<file path="src/rtl/sdram_aref_ctrl.sv">
// SDRAM auto-refresh controller: interval timer, request/grant, PRECHARGE ALL + N x AUTO REFRESH.
// Optional sticky missed-interval flag when AREF_MISS_FLAG_EN is defined.
module sdram_aref_ctrl #(
  parameter int CLK_FREQ_MHZ  = 50,
  parameter int REF_PERIOD_US = 15,
  parameter int T_RP          = 2,
  parameter int T_RFC         = 7,
  parameter int REF_NUM       = 2
) (
  input  logic        Sys_clk,
  input  logic        Rst_n,
  input  logic        Init_done,
  input  logic        Aref_en,
  output logic        Aref_req,
  output logic        Aref_end,
  output logic [3:0]  Aref_cmd,
  output logic [11:0] Aref_addr,
  output logic [1:0]  Aref_bank
`ifdef AREF_MISS_FLAG_EN
  ,
  output logic        Aref_miss
`endif
);

  localparam int CNT_TOP = CLK_FREQ_MHZ * REF_PERIOD_US;
  localparam int CW = (CNT_TOP > 1) ? $clog2(CNT_TOP) : 1;
  localparam logic [CW-1:0] CNT_MAX = CW'(CNT_TOP - 1);
  localparam int WMAX = (T_RP > T_RFC) ? T_RP : T_RFC;
  localparam int WW = (WMAX > 1) ? $clog2(WMAX + 1) : 1;
  localparam logic [WW-1:0] TRP_LAST = WW'(T_RP - 1);
  localparam logic [WW-1:0] TRFC_LAST = WW'(T_RFC - 1);
  localparam int RW = $clog2(REF_NUM + 1);
  localparam logic [RW-1:0] RNUM = RW'(REF_NUM);

  localparam logic [3:0] CMD_NOP = 4'b0111;
  localparam logic [3:0] CMD_PCH = 4'b0010;
  localparam logic [3:0] CMD_REF = 4'b0001;

  typedef enum logic [2:0] {
    S_IDLE, S_PCH, S_TRP, S_REF, S_TRF, S_END
  } state_t;

  state_t state_q, state_d;
  logic [CW-1:0] cnt_q, cnt_d;
  logic [WW-1:0] wcnt_q, wcnt_d;
  logic [RW-1:0] rcnt_q, rcnt_d;
  logic req_q, req_d;
  logic end_q, end_d;
  logic [3:0] cmd_q, cmd_d;
  logic [11:0] addr_q, addr_d;
  logic wrap, accept;

  assign wrap   = Init_done && (cnt_q == CNT_MAX);
  assign accept = (state_q == S_IDLE) && req_q && Aref_en;

  // Interval timer free-runs through refresh so the period ignores grant latency
  always_comb begin
    cnt_d = '0;
    if (Init_done && !wrap) cnt_d = cnt_q + CW'(1);
  end

  // A new wrap outranks the clear from a same-cycle grant
  always_comb begin
    req_d = req_q;
    if (!Init_done) req_d = 1'b0;
    else if (wrap) req_d = 1'b1;
    else if (accept) req_d = 1'b0;
  end

  always_comb begin
    state_d = state_q;
    wcnt_d  = wcnt_q;
    rcnt_d  = rcnt_q;
    unique case (state_q)
      S_IDLE: begin
        rcnt_d = '0;
        if (accept) state_d = S_PCH;
      end
      S_PCH: begin
        state_d = S_TRP;
        wcnt_d  = '0;
      end
      S_TRP: begin
        if (wcnt_q == TRP_LAST) state_d = S_REF;
        else wcnt_d = wcnt_q + WW'(1);
      end
      S_REF: begin
        state_d = S_TRF;
        wcnt_d  = '0;
        rcnt_d  = rcnt_q + RW'(1);
      end
      S_TRF: begin
        if (wcnt_q == TRFC_LAST)
          state_d = (rcnt_q < RNUM) ? S_REF : S_END;
        else
          wcnt_d = wcnt_q + WW'(1);
      end
      S_END: state_d = S_IDLE;
      default: state_d = S_IDLE;
    endcase
  end

  // Outputs are registered from the next state so they line up with it
  always_comb begin
    cmd_d  = CMD_NOP;
    addr_d = 12'hFFF;
    end_d  = 1'b0;
    unique case (1'b1)
      (state_d == S_PCH): begin
        cmd_d  = CMD_PCH;
        addr_d = 12'h400;
      end
      (state_d == S_REF): cmd_d = CMD_REF;
      (state_d == S_END): end_d = 1'b1;
      default: ;
    endcase
  end

  always_ff @(posedge Sys_clk or negedge Rst_n) begin
    if (!Rst_n) begin
      state_q <= S_IDLE;
      cnt_q   <= '0;
      wcnt_q  <= '0;
      rcnt_q  <= '0;
      req_q   <= 1'b0;
      end_q   <= 1'b0;
      cmd_q   <= CMD_NOP;
      addr_q  <= 12'hFFF;
    end else begin
      state_q <= state_d;
      cnt_q   <= cnt_d;
      wcnt_q  <= wcnt_d;
      rcnt_q  <= rcnt_d;
      req_q   <= req_d;
      end_q   <= end_d;
      cmd_q   <= cmd_d;
      addr_q  <= addr_d;
    end
  end

`ifdef AREF_MISS_FLAG_EN
  logic miss_q;

  always_ff @(posedge Sys_clk or negedge Rst_n) begin
    if (!Rst_n) miss_q <= 1'b0;
    else if (wrap && req_q) miss_q <= 1'b1;
  end

  assign Aref_miss = miss_q;
`endif

  assign Aref_req  = req_q;
  assign Aref_end  = end_q;
  assign Aref_cmd  = cmd_q;
  assign Aref_addr = addr_q;
  assign Aref_bank = 2'b11;

endmodule

</file>
<file path="config.mk">
export PLATFORM = sky130hd
export DESIGN_NAME = sdram_aref_ctrl
export DESIGN_NICKNAME = d
export VERILOG_FILES = /design/src/rtl/sdram_aref_ctrl.sv
export SDC_FILE = /design/constraint.sdc
export NUM_CORES = 1
export LEC_CHECK = 0
export ABC_AREA = 1
export CORE_ASPECT_RATIO = 1.5
export CORE_MARGIN = 2
export CORE_UTILIZATION = 50
export CTS_CLUSTER_DIAMETER = 150
export CTS_CLUSTER_SIZE = 10
export DETAILED_ROUTE_END_ITERATION = 6
export GPL_TIMING_DRIVEN = 0
export PLACE_DENSITY = 0.86
export SETUP_SLACK_MARGIN = 0.5
export SYNTH_ARGS = -nofsm -noshare
export SYNTH_HDL_FRONTEND = slang
export SYNTH_SLANG_ARGS = --single-unit
</file>
<file path="constraint.sdc">
create_clock -name Sys_clk -period 2.89 [get_ports Sys_clk]
set_clock_uncertainty 0.05 [all_clocks]
set_input_delay 0.578 -clock Sys_clk [delete_from_list [all_inputs] [get_ports Sys_clk]]
set_output_delay 0.578 -clock Sys_clk [all_outputs]
set_load 0.05 [all_outputs]
</file>
==> results of run 1 <==
-- power groups by stage --
stage / Sequential [mW] / Clock [mW] / Combinational [mW]
global placement: 0.350 / 0 / 0.0354
finish: 0.344 / 0.239 / 0.0357
floorplan: 0.349 / 0 / 0.0232
global route: 0.345 / 0.256 / 0.0395
CTS: 0.344 / 0.244 / 0.0364
detailed placement: 0.350 / 0 / 0.0364
-- what timing repair did --
item                                    4_1_cts  5_1_grt
resized for setup                            11        0
hold buffers                                  0        0
endpoints found under the setup margin       11        0
-- synthesized netlist by cell type --
cell	count	area share, %
nor2_4	2	1.7
nor3_1	1	0.38
o21bai_1	1	0.57
nor2_1	24	6.9
buf_4	14	8.0
o21ai_2	1	0.67
nand2_2	3	1.4
dfstp_2	4	8.0
nand3_1	12	4.6
inv_1	12	3.4
nand2_4	1	0.86
nand2_1	28	8.0
o21a_1	1	0.57
nor2_2	3	1.4
nand3b_2	1	0.86
xnor2_1	1	0.67
a21oi_1	1	0.38
inv_2	1	0.29
conb_1	2	0.57
xor2_1	5	3.4
o21ai_0	1	0.38
ha_1	5	4.8
dfrtp_1	20	38
a21o_1	2	1.1
nand4_1	4	1.9
a21boi_1	1	0.57
-- sequential cells by signal, summed over array words and instances (netlist names) --
register   flops
cnt_q         10
Aref_cmd       3
state_q        3
wcnt_q         3
rcnt_q         2
Aref_addr      1
Aref_end       1
Aref_req       1
-- cell families after synthesis --
kind of cell    after synthesis  synth area share, %
flops                        24                 46.4
compound gates                8                 4.31
other cells                   2                0.575
simple gates                 79                 28.2
fa+ha+maj                     5                 4.79
buf+inv                      27                 11.8
xor+xnor                      6                 4.02
-- path summary, 6_finish.rpt --
path                       slack (ps)                   from               endpoint
max reg2reg                      1440  wcnt_q[0]$_DFFE_PN0P_  wcnt_q[1]$_DFFE_PN0P_
min                               460   Aref_req$_DFFE_PN0P_  Aref_cmd[0]$_DFF_PN1_
max                               620  Aref_cmd[2]$_DFF_PN1_            Aref_cmd[2]
max in group asynchronous        1410                  Rst_n     cnt_q[0]$_DFF_PN0_
min reg2reg                       460   Aref_req$_DFFE_PN0P_  Aref_cmd[0]$_DFF_PN1_
min in group asynchronous         750                  Rst_n   state_q[1]$_DFF_PN0_
-- final cells by class --
cell class / instances / area [um2]
clock buffer: 3 / 22.5
clock inverter: 1 / 30.0
multi-input combinational: 102 / 554
sequential: 24 / 606
fill: 215 / 905
timing repair buffer: 19 / 176
inverter: 13 / 48.8
tap: 24 / 30.0
buffer: 14 / 105
-- per-stage QoR --
stage / hold slack (ps) / setup slack, ps
floorplan: 232 / 1250
global placement: 441 / 744
detailed placement: 448 / 713
CTS: 467 / 602
global route: 515 / 555
finish: 461 / 616
-- metal layers --
layer,routed length (um),global-route usage (%),vias to the layer above,part of all wire [%]
met5,0,0,-,0
met4,53,9.64,0,2.3
met3,38,2.44,6,1.6
met2,1350,32.9,12,58
met1,890,19.2,500,38
li1,-,-,504,-
==> flow_metrics.tcl, run 1 <==
set metrics [dict create \
    ant_nets 0 \
    reg2reg_depth 8 \
    pwr-share-clk_pct 38.6 \
    grt_start_max_net_pins 25 \
    clk_pin_slew_worst_paths_ps 140 \
    worstSetupPathType "reg -> out" \
    slowest_stage "clkdlybuf4s50_1" \
    critical_path_required_ps 2260 \
    vias_per_cell 5.11 \
    cts_inserted_buffers 3 \
    ys_warn_count 0 \
    cts_tree "done" \
    synth_cell_types 26 \
    postSynthCellCount 151 \
    path_cells "clkdlybuf4s50_1" \
    diodes 0 \
    finalPower_uw 618 \
    relSlewSlack_pct 31.7 \
    comb_power_share_pct 5.8 \
    area_delta_synth_final_pct 20.4 \
    cp_num_buf_inv 1 \
    dp.cells 196 \
    vias 1022 \
    layout_common_cells "nand2_1 (28), nor2_1 (24), dfrtp_1 (20), buf_4 (14)" \
    crit_path_max_incr_delay_ps 790 \
    holdPathStages 1 \
    place_area_um2 1530 \
    fin_crit_ps 2270 \
    dp_hpwl_um 1820 \
    finalWirelength_um 2330 \
    powerDensity_nw_per_um2 393 \
    crit_fanout 1 \
    drtIter0Drc 10 \
    h-tree-depth 1 \
    crit_path_start_kind "register" \
    p_sw_uw 127 \
    antenna_found_initial 0 \
    layout-drive-gt1-share_pct 19.3 \
    synth_seq_cells 24 \
    hp-class "reg -> reg" \
    setup_viol 0 \
    max-cap-violations 0 \
    port_buffers 19 \
    dieArea_um2 3050 \
    vdd_drop_max_v 0.000333 \
    initial_utilization_pct 52.7 \
    synth_area_um2 1310 \
    io_pins 24 \
    grt_setup_unrepaired "false" \
    fin_util_pct 63.5 \
    fin_tns_setup_ps 0 \
    mostFrequentLayoutCell "nand2_1" \
    wire_per_inst_um 11.7 \
    grt_overflow_total 0 \
    first_pass_iters 4 \
    cp.arrival_ps 1650 \
    std_cell_rows 22 \
    design_area_um2 1570 \
    fin_cells 200 \
    intPower_uw 491 \
    grt_first_pass_wirelength_um 4060 \
    grt_pass1_vias 1014 \
    p_seq_share_pct 55.6 \
    worst_pin_slew_ps 1020 \
    switching_share_pct 20.6 \
    drc_errors 0 \
    fp.dieH_um 66.6 \
    core-area_um2 2480 \
    critPathTopFamily "buffers and inverters" \
    grt_usage_pct 18.1 \
    die_w_um 45.7 \
    min_period_over_period_pct 78.7 \
    nets 186 \
    status "complete, no violations" \
    worstSkewPairLatency_ps 320 \
    syn_avg_cell_area_um2 8.65 \
    leakagePower_nw 0.755 \
    drv_slew 0 \
    post_cts_buffers 0 \
    finalHoldViolCount 0 \
    clock-sinks 24 \
    max_freq_mhz 440 \
    clockBufferDepth 2 \
    root_buffer "clkbuf_4" \
    place.gp.congestion 0.873 \
    crit_cells 1 \
    worstSetupEndpointType "output port" \
    yosysSeqAreaShare_pct 46.4 \
]
Note: power is estimated with default switching activity, not from simulation.
==> run 2: changes to the inputs <==
==> constraint.sdc (replaced) <==
create_clock -name Sys_clk -period 2.2 [get_ports Sys_clk]
set_clock_uncertainty 0.05 [all_clocks]
set_input_delay 0.44 -clock Sys_clk [delete_from_list [all_inputs] [get_ports Sys_clk]]
set_output_delay 0.44 -clock Sys_clk [all_outputs]
set_load 0.05 [all_outputs]
==> run 2 against run 1 <==
Clock power up 31%; via count up 2.1%; setup slack worse by 250 ps; critical endpoint is now Aref_addr[6]; register-to-register slack worse by 680 ps; largest cell class unchanged; final cell count up 2.0%; critical path depth up 2; total power up 31%; cell area up 7.1%; hold slack better by 0.51 ps.
==> flow_metrics.tcl, run 2 (synthesis gave the netlist of run 1 again) <==
set metrics [dict create \
    status "complete, no violations" \
    clock-sinks 24 \
    h-tree-depth 1 \
    drtIter0Drc 13 \
    hp-class "reg -> reg" \
    fin_crit_ps 1830 \
    rr_startpoint "wcnt_q[0]$_DFFE_PN0P_" \
    vias 1043 \
    layout_common_cells "nand2_1 (28), nor2_1 (24), dfrtp_1 (20), inv_1 (12), nand3_1 (12)" \
    fin_tns_setup_ps 0 \
    grt_overflow_total 0 \
    fp.dieH_um 66.6 \
    first_pass_iters 4 \
    nets 190 \
    max-cap-violations 0 \
    diodes 0 \
    port_buffers 19 \
    min_period_over_period_pct 83.3 \
    largest-register "cnt_q" \
    grt_setup_unrepaired "true" \
    seqCellArea_um2 606 \
    vdd_drop_max_v 0.000438 \
    antenna_found_initial 0 \
    core-area_um2 2480 \
    ant_nets 0 \
    critical_path_required_ps 1710 \
    relSlewSlack_pct 31.3 \
    std_cell_rows 22 \
    crit_path_start_kind "register" \
    comb_power_share_pct 5.8 \
    multi_input_area_um2 554 \
    p_seq_share_pct 55.6 \
    grt_start_max_net_pins 25 \
    powerDensity_nw_per_um2 482 \
    finalPower_uw 812 \
    reg2reg_depth 8 \
    drc_errors 0 \
    hp-start "Aref_req$_DFFE_PN0P_" \
    clockBufferDepth 2 \
    hold_buffers 0 \
    p_sw_uw 167 \
    dp_hpwl_um 1820 \
    initial_utilization_pct 52.7 \
    setup_viol 0 \
    pwr-share-clk_pct 38.6 \
    grt_pass1_vias 1044 \
    io_pins 24 \
    largest_reg_flops 10 \
    worstSetupEndpointType "output port" \
    place.gp.congestion 0.873 \
    grt_first_pass_wirelength_um 4220 \
    fillCellCount 195 \
    worstSkewPairLatency_ps 320 \
    finalWirelength_um 2480 \
    reg2reg_slack_ps 760 \
    r2r_end "wcnt_q[1]$_DFFE_PN0P_" \
    finalHoldViolCount 0 \
    switching_share_pct 20.6 \
    worst_pin_slew_ps 1030 \
    clk_pin_slew_worst_paths_ps 140 \
    grt_usage_pct 19.0 \
    holdPathStages 1 \
    max_freq_mhz 545 \
    vias_per_cell 5.11 \
    mostFrequentLayoutCell "nand2_1" \
    layout-drive-gt1-share_pct 29.4 \
    intPower_uw 645 \
    drv_slew 0 \
    dieArea_um2 3050 \
    leakagePower_nw 0.839 \
    root_buffer "clkbuf_4" \
    wire_per_inst_um 12.2 \
    cp.arrival_ps 1340 \
    cts_tree "done" \
    worstSetupPathType "reg -> out" \
    area_delta_synth_final_pct 28.9 \
    die_w_um 45.7 \
    cts_inserted_buffers 3 \
    crit_fanout 3 \
    hold_end "Aref_cmd[0]$_DFF_PN1_" \
]
-- run 2: power groups by stage --
stage	clock [mW]	combinational [mW]	sequential (mW)
finish	0.313	0.0469	0.452
global route	0.336	0.0519	0.453
CTS	0.321	0.0478	0.452
detailed placement	0	0.0478	0.460
global placement	0	0.0466	0.459
floorplan	0	0.0305	0.458
-- run 2: worst max path at each step --
stage                                       from             to  slack (ps)  depth (start not counted)
after CTS                 Aref_addr[9]$_DFF_PN1_   Aref_addr[6]         350                          3
final                     Aref_addr[9]$_DFF_PN1_   Aref_addr[6]         370                          3
after global placement    Aref_addr[9]$_DFF_PN1_   Aref_addr[6]         190                          2
after detailed placement  Aref_addr[9]$_DFF_PN1_   Aref_addr[3]         160                          2
after global routing      Aref_addr[9]$_DFF_PN1_   Aref_addr[4]         320                          4
after floorplan           Aref_addr[9]$_DFF_PN1_  Aref_addr[11]         700                          1
-- run 2: layer usage --
metal  part of all wire, %  vias to the layer above  global-route usage (%)
met4                   2.9                        0                    9.64
met2                    58                       17                    34.3
met1                    37                      506                    20.4
li1                      -                      512                       -
met5                     0                        -                       0
met3                   2.1                        8                    2.44
-- run 2: layout make-up --
class	count	share of cell area, %
buffer	14	8.02
clock buffer	3	1.34
clock inverter	1	1.78
inverter	13	2.90
multi-input combinational	102	32.9
sequential	24	36.0
tap	24	1.78
timing repair buffer	23	15.3
-- run 2: through the flow --
step                      hold WS, ps  std cells  setup WS [ps]  utilization [%]  cell area (um2)
after floorplan                  94.4        153            698                -             1310
after global placement            441        196            192             61.9             1530
after detailed placement          448        196            161             61.9             1530
after CTS                         467        204            352             67.9             1680
after global routing              515        204            320             68.0             1680
final                             462        204            367             68.0             1680
-- run 2: worst max-delay path, cell delays in order (launching register included) --
cell and delay (ps):
dfstp_2 600, buf_4 130, buf_4 90, clkbuf_4 210
-- run 2: timing repair --
item                                    in CTS  in global routing
pin swaps                                    0                  0
gates resized for setup                    113                  4
buffers inserted                             4                  0
endpoints found under the setup margin      16                 13
